===== config.mk =====
export PLATFORM = sky130hd
export DESIGN_NAME = pes_ram_port_arbiter
export DESIGN_NICKNAME = d
export VERILOG_FILES = /design/src/rtl/pes_ram_port_arbiter.sv
export SDC_FILE = /design/constraint.sdc
export NUM_CORES = 1
export LEC_CHECK = 0
export CAP_MARGIN = 20
export CORE_UTILIZATION = 46
export DETAILED_ROUTE_END_ITERATION = 16
export PLACE_DENSITY = 0.93
export SETUP_SLACK_MARGIN = 0.1
export SLEW_MARGIN = 5
export SYNTH_ARGS = -nofsm -noshare
export SYNTH_HDL_FRONTEND = slang
export SYNTH_SLANG_ARGS = --single-unit

===== constraint.sdc =====
create_clock -name clk -period 2.6 [get_ports clk]
set_clock_uncertainty 0.2 [all_clocks]
set_input_delay 0.52 -clock clk [delete_from_list [all_inputs] [get_ports clk]]
set_output_delay 0.52 -clock clk [all_outputs]
set_load 0.02 [all_outputs]

===== src/rtl/pes_ram_port_arbiter.sv =====
// rtl/pes_ram_port_arbiter.sv - round-robin two-requester arbiter for a single-port synchronous RAM with clear sequencer
//
// Ports:
//   clk, rst_n                      clock; asynchronous active-low reset
//   req_x, we_x, addr_x, wdata_x    requester x access (x = a, b), qualified by req_x
//   gnt_x                           combinational accept; req_x & gnt_x at a rising edge takes the access
//   rvalid_x, rdata_x               one-cycle read-return pulse with registered read data
//   clr_start, clr_busy, clr_done   RAM clear sequence start, busy level, completion pulse
//   ram_en, ram_we, ram_addr,
//   ram_din                         registered RAM port strobes
//   ram_dout                        RAM read data, valid one cycle after a read strobe
module pes_ram_port_arbiter #(
  parameter int AW = 6,
  parameter int DW = 8
) (
  input  logic          clk,
  input  logic          rst_n,
  input  logic          req_a,
  input  logic          we_a,
  input  logic [AW-1:0] addr_a,
  input  logic [DW-1:0] wdata_a,
  input  logic          req_b,
  input  logic          we_b,
  input  logic [AW-1:0] addr_b,
  input  logic [DW-1:0] wdata_b,
  output logic          gnt_a,
  output logic          gnt_b,
  output logic          rvalid_a,
  output logic          rvalid_b,
  output logic [DW-1:0] rdata_a,
  output logic [DW-1:0] rdata_b,
  input  logic          clr_start,
  output logic          clr_busy,
  output logic          clr_done,
  output logic          ram_en,
  output logic          ram_we,
  output logic [AW-1:0] ram_addr,
  output logic [DW-1:0] ram_din,
  input  logic [DW-1:0] ram_dout
);

  typedef enum logic {
    ARB   = 1'b0,
    CLEAR = 1'b1
  } state_t;

  // Last counter value of the clear sweep; the extra MSB keeps the compare
  // independent of the address wrapping back to zero.
  localparam logic [AW:0] CLR_LAST = {1'b0, {AW{1'b1}}};

  state_t        state;
  logic          prio_b;    // 1: B wins the next contention
  logic [AW:0]   clr_cnt;
  // Read-tag pipeline, {valid, is_b}; stage 0 covers the RAM strobe cycle,
  // stage 1 the cycle in which ram_dout carries the data.
  logic [1:0]    tag0;
  logic [1:0]    tag1;

  logic          arb_open;
  logic          acc;
  logic          acc_we;
  logic [AW-1:0] acc_addr;
  logic [DW-1:0] acc_wdata;

  // Clear has priority over requesters, so grants drop as soon as clr_start rises.
  assign arb_open  = (state == ARB) && !clr_start;
  assign gnt_a     = arb_open && req_a && (!req_b || !prio_b);
  assign gnt_b     = arb_open && req_b && (!req_a ||  prio_b);
  assign acc       = gnt_a || gnt_b;
  assign acc_we    = gnt_b ? we_b    : we_a;
  assign acc_addr  = gnt_b ? addr_b  : addr_a;
  assign acc_wdata = gnt_b ? wdata_b : wdata_a;

  always_ff @(posedge clk or negedge rst_n) begin
    if (!rst_n) begin
      state    <= ARB;
      prio_b   <= 1'b0;
      clr_cnt  <= '0;
      tag0     <= 2'b00;
      tag1     <= 2'b00;
      ram_en   <= 1'b0;
      ram_we   <= 1'b0;
      ram_addr <= '0;
      ram_din  <= '0;
      rvalid_a <= 1'b0;
      rvalid_b <= 1'b0;
      rdata_a  <= '0;
      rdata_b  <= '0;
      clr_busy <= 1'b0;
      clr_done <= 1'b0;
    end else begin
      ram_en   <= 1'b0;
      ram_we   <= 1'b0;
      clr_done <= 1'b0;
      tag0     <= 2'b00;
      tag1     <= tag0;

      // Read returns keep draining in either state, so reads issued just
      // before a clear still complete.
      rvalid_a <= tag1[1] && !tag1[0];
      rvalid_b <= tag1[1] &&  tag1[0];
      if (tag1[1]) begin
        if (tag1[0]) begin
          rdata_b <= ram_dout;
        end else begin
          rdata_a <= ram_dout;
        end
      end

      case (state)
        ARB: begin
          if (clr_start) begin
            state    <= CLEAR;
            clr_cnt  <= '0;
            clr_busy <= 1'b1;
          end else if (acc) begin
            ram_en   <= 1'b1;
            ram_we   <= acc_we;
            ram_addr <= acc_addr;
            if (acc_we) begin
              ram_din <= acc_wdata;
            end
            tag0   <= {!acc_we, gnt_b};
            prio_b <= gnt_a;
          end
        end
        CLEAR: begin
          ram_en   <= 1'b1;
          ram_we   <= 1'b1;
          ram_addr <= clr_cnt[AW-1:0];
          ram_din  <= '0;
          clr_cnt  <= clr_cnt + 1'b1;
          // The final write and clr_done land in the same cycle, with the
          // arbiter already open again.
          if (clr_cnt == CLR_LAST) begin
            state    <= ARB;
            clr_busy <= 1'b0;
            clr_done <= 1'b1;
          end
        end
        default: state <= ARB;
      endcase
    end
  end

endmodule


* After elaboration in Yosys (flattened, before gate mapping) *
Index checks and enable logic that the tools add are counted.

cells by class
  add/sub/neg operators = 1
  multipliers = 0
  div/mod/pow operators = 0
  order comparisons = 0
  equal/unequal tests = 6
  shift-type cells = 0
  muxes and demuxes = 29
  bitwise operators = 3
  reductions and logical operators = 22

operators with widths
  operator               number
  $mux W8                4
  $mux W6                3
  $pmux W8 S2            1
  $pmux W7 S2            1
  $pmux W6 S2            1
  $mux W1                11
  $ne A2 B2 Y1 const B   4
  $pmux W1 S2            4
  $reduce_and A2 Y1      4
  $add A7 B1 Y7 const B  1
  $eq A7 B6 Y1 const B   1
  $logic_and A1 B1 Y1    7
  $mux W7                1
  $logic_not A1 Y1       6
  $mux W2                3
  $reduce_and A3 Y1      2
  $logic_or A1 B1 Y1     3
  $not A1 Y1             3
  $ne A2 B1 Y1 const B   1

storage, ports and cells
  register bits = 49
  bits in latches = 0
  RAM bits = 0
  memory bits (read-only) = 0
  input bits = 43
  logic and storage cells = 76
  memories = 0

* Logic depth before layout (Yosys ltp) *
  word-level depth = 9
  gate-level depth with buffers = 6
  gate-level depth less buffers = 5

* Worst setup path before layout *
OpenSTA, ideal clock, no wires.

  kind = input-to-output
  start point = in clr_start
  end point = out gnt_b
  data arrival time = 1.154 ns
  required time = 1.880 ns
  slack = 0.726 ns
  cell stages on the path = 4
  path buffers = 1
  cells stage by stage = nor2_2 > buf_2 > nand3_1 > inv_1

on the way
  cells in the longest elaborated chain, start to end = 4

ends and longest elaborated chain
  item                              line  source
  start: declaration                32    input logic clr_start,
  $logic_not A1 Y1                  66    assign arb_open = (state == ARB) && !clr_start;
  $logic_and A1 B1 Y1               66
  $logic_and A1 B1 Y1 (2 in a row)  68    assign gnt_b = arb_open && req_b && (!req_a || prio_b);
  end: declaration                  27    output logic gnt_b,

Every way passes these cells.

* Final worst setup path *
  start point = in clr_start
  end point = out gnt_a

on the way
  cells in the longest elaborated chain, start to end = 4

ends and longest elaborated chain
  item                              line  source
  $logic_not A1 Y1                  66
  $logic_and A1 B1 Y1               66
  $logic_and A1 B1 Y1 (2 in a row)  67    assign gnt_a = arb_open && req_a && (!req_b || !prio_b);
  end: declaration                  26    output logic gnt_a,

Every way passes these cells.

==> flow_metrics.py <==
metrics = {
    "timing": {
        "worst_slew_pin_slew_ns": 0.762,
        "finalCriticalPeriod_ns": 2.40,
        "hold_viol": 0,
        "finalMaxSlewViolations": 0,
        "setup_viol": 0,
        "fmax_ghz": 0.416,
        "slew_headroom_pct": 49.1,
        "fin_crit_sh_pct": 92.4,
        "tns_ns": 0,
        "rsz0062_at_grt": "false",
    },
    "setup_path": {
        "path_class": "input pin to output pin",
        "reg2regPathDepth": 5,
        "required_ns": 1.88,
        "critPathLaunchType": "input pin",
        "path_max_fanout": 3,
        "worst-r2r-setup-slack_ns": 0.75,
        "end_kind": "output pin",
        "critPathMaxStageDelay_ns": 0.45,
        "worstPathCellList": "clkdlybuf4s50_1 > nor2_2 > and3_1 > dlygate4sd2_1",
        "worst-endpoint-arrival_ns": 1.68,
        "critPathSlowestCell": "clkdlybuf4s50_1",
    },
    "placed_design": {
        "io_buffers": 80,
        "place_hpwl_microns": 3530,
        "gp_congestion": 0.777,
        "dpl.cell_count": 302,
    },
    "logic_synthesis": {
        "synth.distinct_cells": 41,
        "yosysMostFrequentCell": "dfrtp_1",
        "synth_seq_cells": 49,
        "yosysTopAreaCell": "dfrtp_1",
        "async_flop_share_pct": 100,
        "synth_common_cells": "49 x dfrtp_1, 16 x nand2_1, 13 x o221ai_1",
        "synth_edf_count": 0,
        "synth_ff_type": "dfrtp_1",
        "synth_area_sq_um": 2050,
        "netlist.area_leader.share_pct": 59.9,
        "syn_area_per_cell_sq_um": 12.0,
        "yosysWarnings": 0,
        "mappedNetlistNets": 214,
        "synthCells": 170,
        "seq_area_frac_synth_pct": 59.9,
        "synth_area_leaders": "dfrtp_1 60%, mux2_2 6.6%, o221ai_1 5.6%, nand2_1 2.9%, mux2i_1 2.4%",
    },
    "grt": {
        "grt.total_usage_pct": 22.5,
        "gr-total-overflow": 0,
        "grt_pass1_vias": 1748,
        "antenna_found_initial": 0,
        "grt_pass1_wl_microns": 7690,
        "grt_max_degree": 50,
    },
    "run": {
        "drv_cap": 0,
    },
    "cts": {
        "cts-root-buf": "clkbuf_8",
        "postCtsSetupRepairBufs": 0,
        "numCtsBuffers": 5,
        "cts_tree": "done",
        "clk_pin_slew_ns": 0.09,
        "cts_buffer_depth": 2,
        "clkSinkCount": 49,
        "h-tree-depth": 2,
        "insertion_delay_ns": 0.31,
    },
    "power": {
        "power_mw": 2.45,
        "p_per_area_nw_per_um2": 804,
        "leakagePower_nw": 1.35,
        "ir_drop_mv": 0.410,
    },
    "final_layout": {
        "area_growth_pct": 49.2,
        "layout-drive-gt1-share_pct": 14.6,
        "nFillCells": 294,
        "nets": 304,
        "instances_no_fill": 311,
        "antenna_cells": 0,
    },
    "die": {
        "start_util_pct": 49.4,
        "num_rows": 23,
        "die_w_microns": 68.7,
        "coreArea_sq_um": 4140,
        "fp.dieArea_sq_um": 4720,
        "io_pins": 81,
        "dieHeight_microns": 68.7,
    },
    "route": {
        "via_count": 1715,
        "drtIter0Drc": 133,
        "dr.pass1.iters": 4,
        "totalWireLength_microns": 4820,
        "wl_per_cell_microns": 15.5,
        "postRouteAntennaNets": 0,
        "drc": 0,
        "vias_per_cell": 5.51,
    },
    "hold_path": {
        "hold_path.class": "flip-flop to flip-flop",
        "whs_path_depth": 0,
    },
    "run_status": {
        "status": "finished clean",
    },
}
placed cells by master, fill, tap and decap left out, types with 2 or more instances in the layout:
cell type	netlist	final
clkdlybuf4s50_1	0	77
dfrtp_1	49	49
nand2_1	16	16
o221ai_1	13	13
mux2_2	12	12
nor2_1	11	11
nor3_1	9	9
buf_4	0	9
nand3_1	5	5
mux2i_1	5	5
clkbuf_8	0	5
inv_1	4	4
mux2_1	4	4
and3_1	3	3
o21ai_1	3	3
nand4_1	2	2
a21oi_1	2	2
dlygate4sd2_1	0	2
registers in the layout, indices dropped and copies added (netlist names):
signal	cells
ram_din	8
rdata_a	8
rdata_b	8
clr_cnt	7
ram_addr	6
tag0	2
tag1	2
clr_busy	1
clr_done	1
prio_b	1
ram_en	1
ram_we	1
rvalid_a	1
rvalid_b	1
state	1
metrics by stage:
step                      utilization, %  hold WS [ns]  area, sq um  worst slack [ns]
after floorplan                        -        0.0244         2050             0.726
after global placement              71.3         0.132         2950           -0.0443
after detailed placement            71.3         0.136         2950           -0.0712
after CTS                           73.6         0.157         3050             0.191
after global routing                73.6         0.165         3050             0.136
final                               73.6         0.156         3050             0.198
routing by layer:
layer / routed length (microns) / track usage, % / up-vias
met5: 0 / 0 / -
met4: 87 / 8.59 / 0
met3: 360 / 7.73 / 12
met2: 2430 / 39.1 / 71
met1: 1940 / 25.3 / 827
li1: - / - / 805
worst max-delay path, delay by kind of cell:
kind                   cells  cell delay, ns
buffers and inverters      2            0.80
and+or+nand+nor            2            0.37
kinds of logic (layout without fill, tap and decap cells):
logic type	count (synthesis)	count (layout)	synth area share [%]
buf+inv	13	104	2.75
mux	21	21	11.3
xor+xnor	2	2	0.856
compound gates	28	28	10.8
fa+ha+maj	1	1	0.612
flops	49	49	59.9
simple gates	56	56	13.8
path summary, 6_finish.rpt:
kind / from / end
setup reg to reg: state / ram_din[3]
min in group asynchronous: rst_n / rdata_a[4]
max in group asynchronous: rst_n / prio_b
setup / recovery: clr_start / gnt_a
hold reg to reg: tag0[0] / tag1[0]
hold / removal: tag0[0] / tag1[0]
repair_timing:
| action | in CTS | in global routing |
|---|---|---|
| hold endpoints to repair | 49 | 0 |
| endpoints found under the setup margin | 2 | 0 |
| hold buffers | 1 | 0 |
| resized for setup | 2 | 0 |
power breakdown:
part / internal [mW] / switching, mW
combinational: 0.477 / 0.433
sequential: 0.955 / 0.139
clock: 0.191 / 0.259
layout make-up:
type | instances | area (sq um) | area share [%]
timing repair buffer | 91 | 891 | 29.2
inverter | 5 | 18.8 | 0.615
tap | 50 | 62.6 | 2.05
sequential | 49 | 1230 | 40.2
clock buffer | 5 | 68.8 | 2.26
multi-input combinational | 108 | 763 | 25.0
clock inverter | 3 | 21.3 | 0.697
No activity file was read; power rests on OpenSTA's default activity.
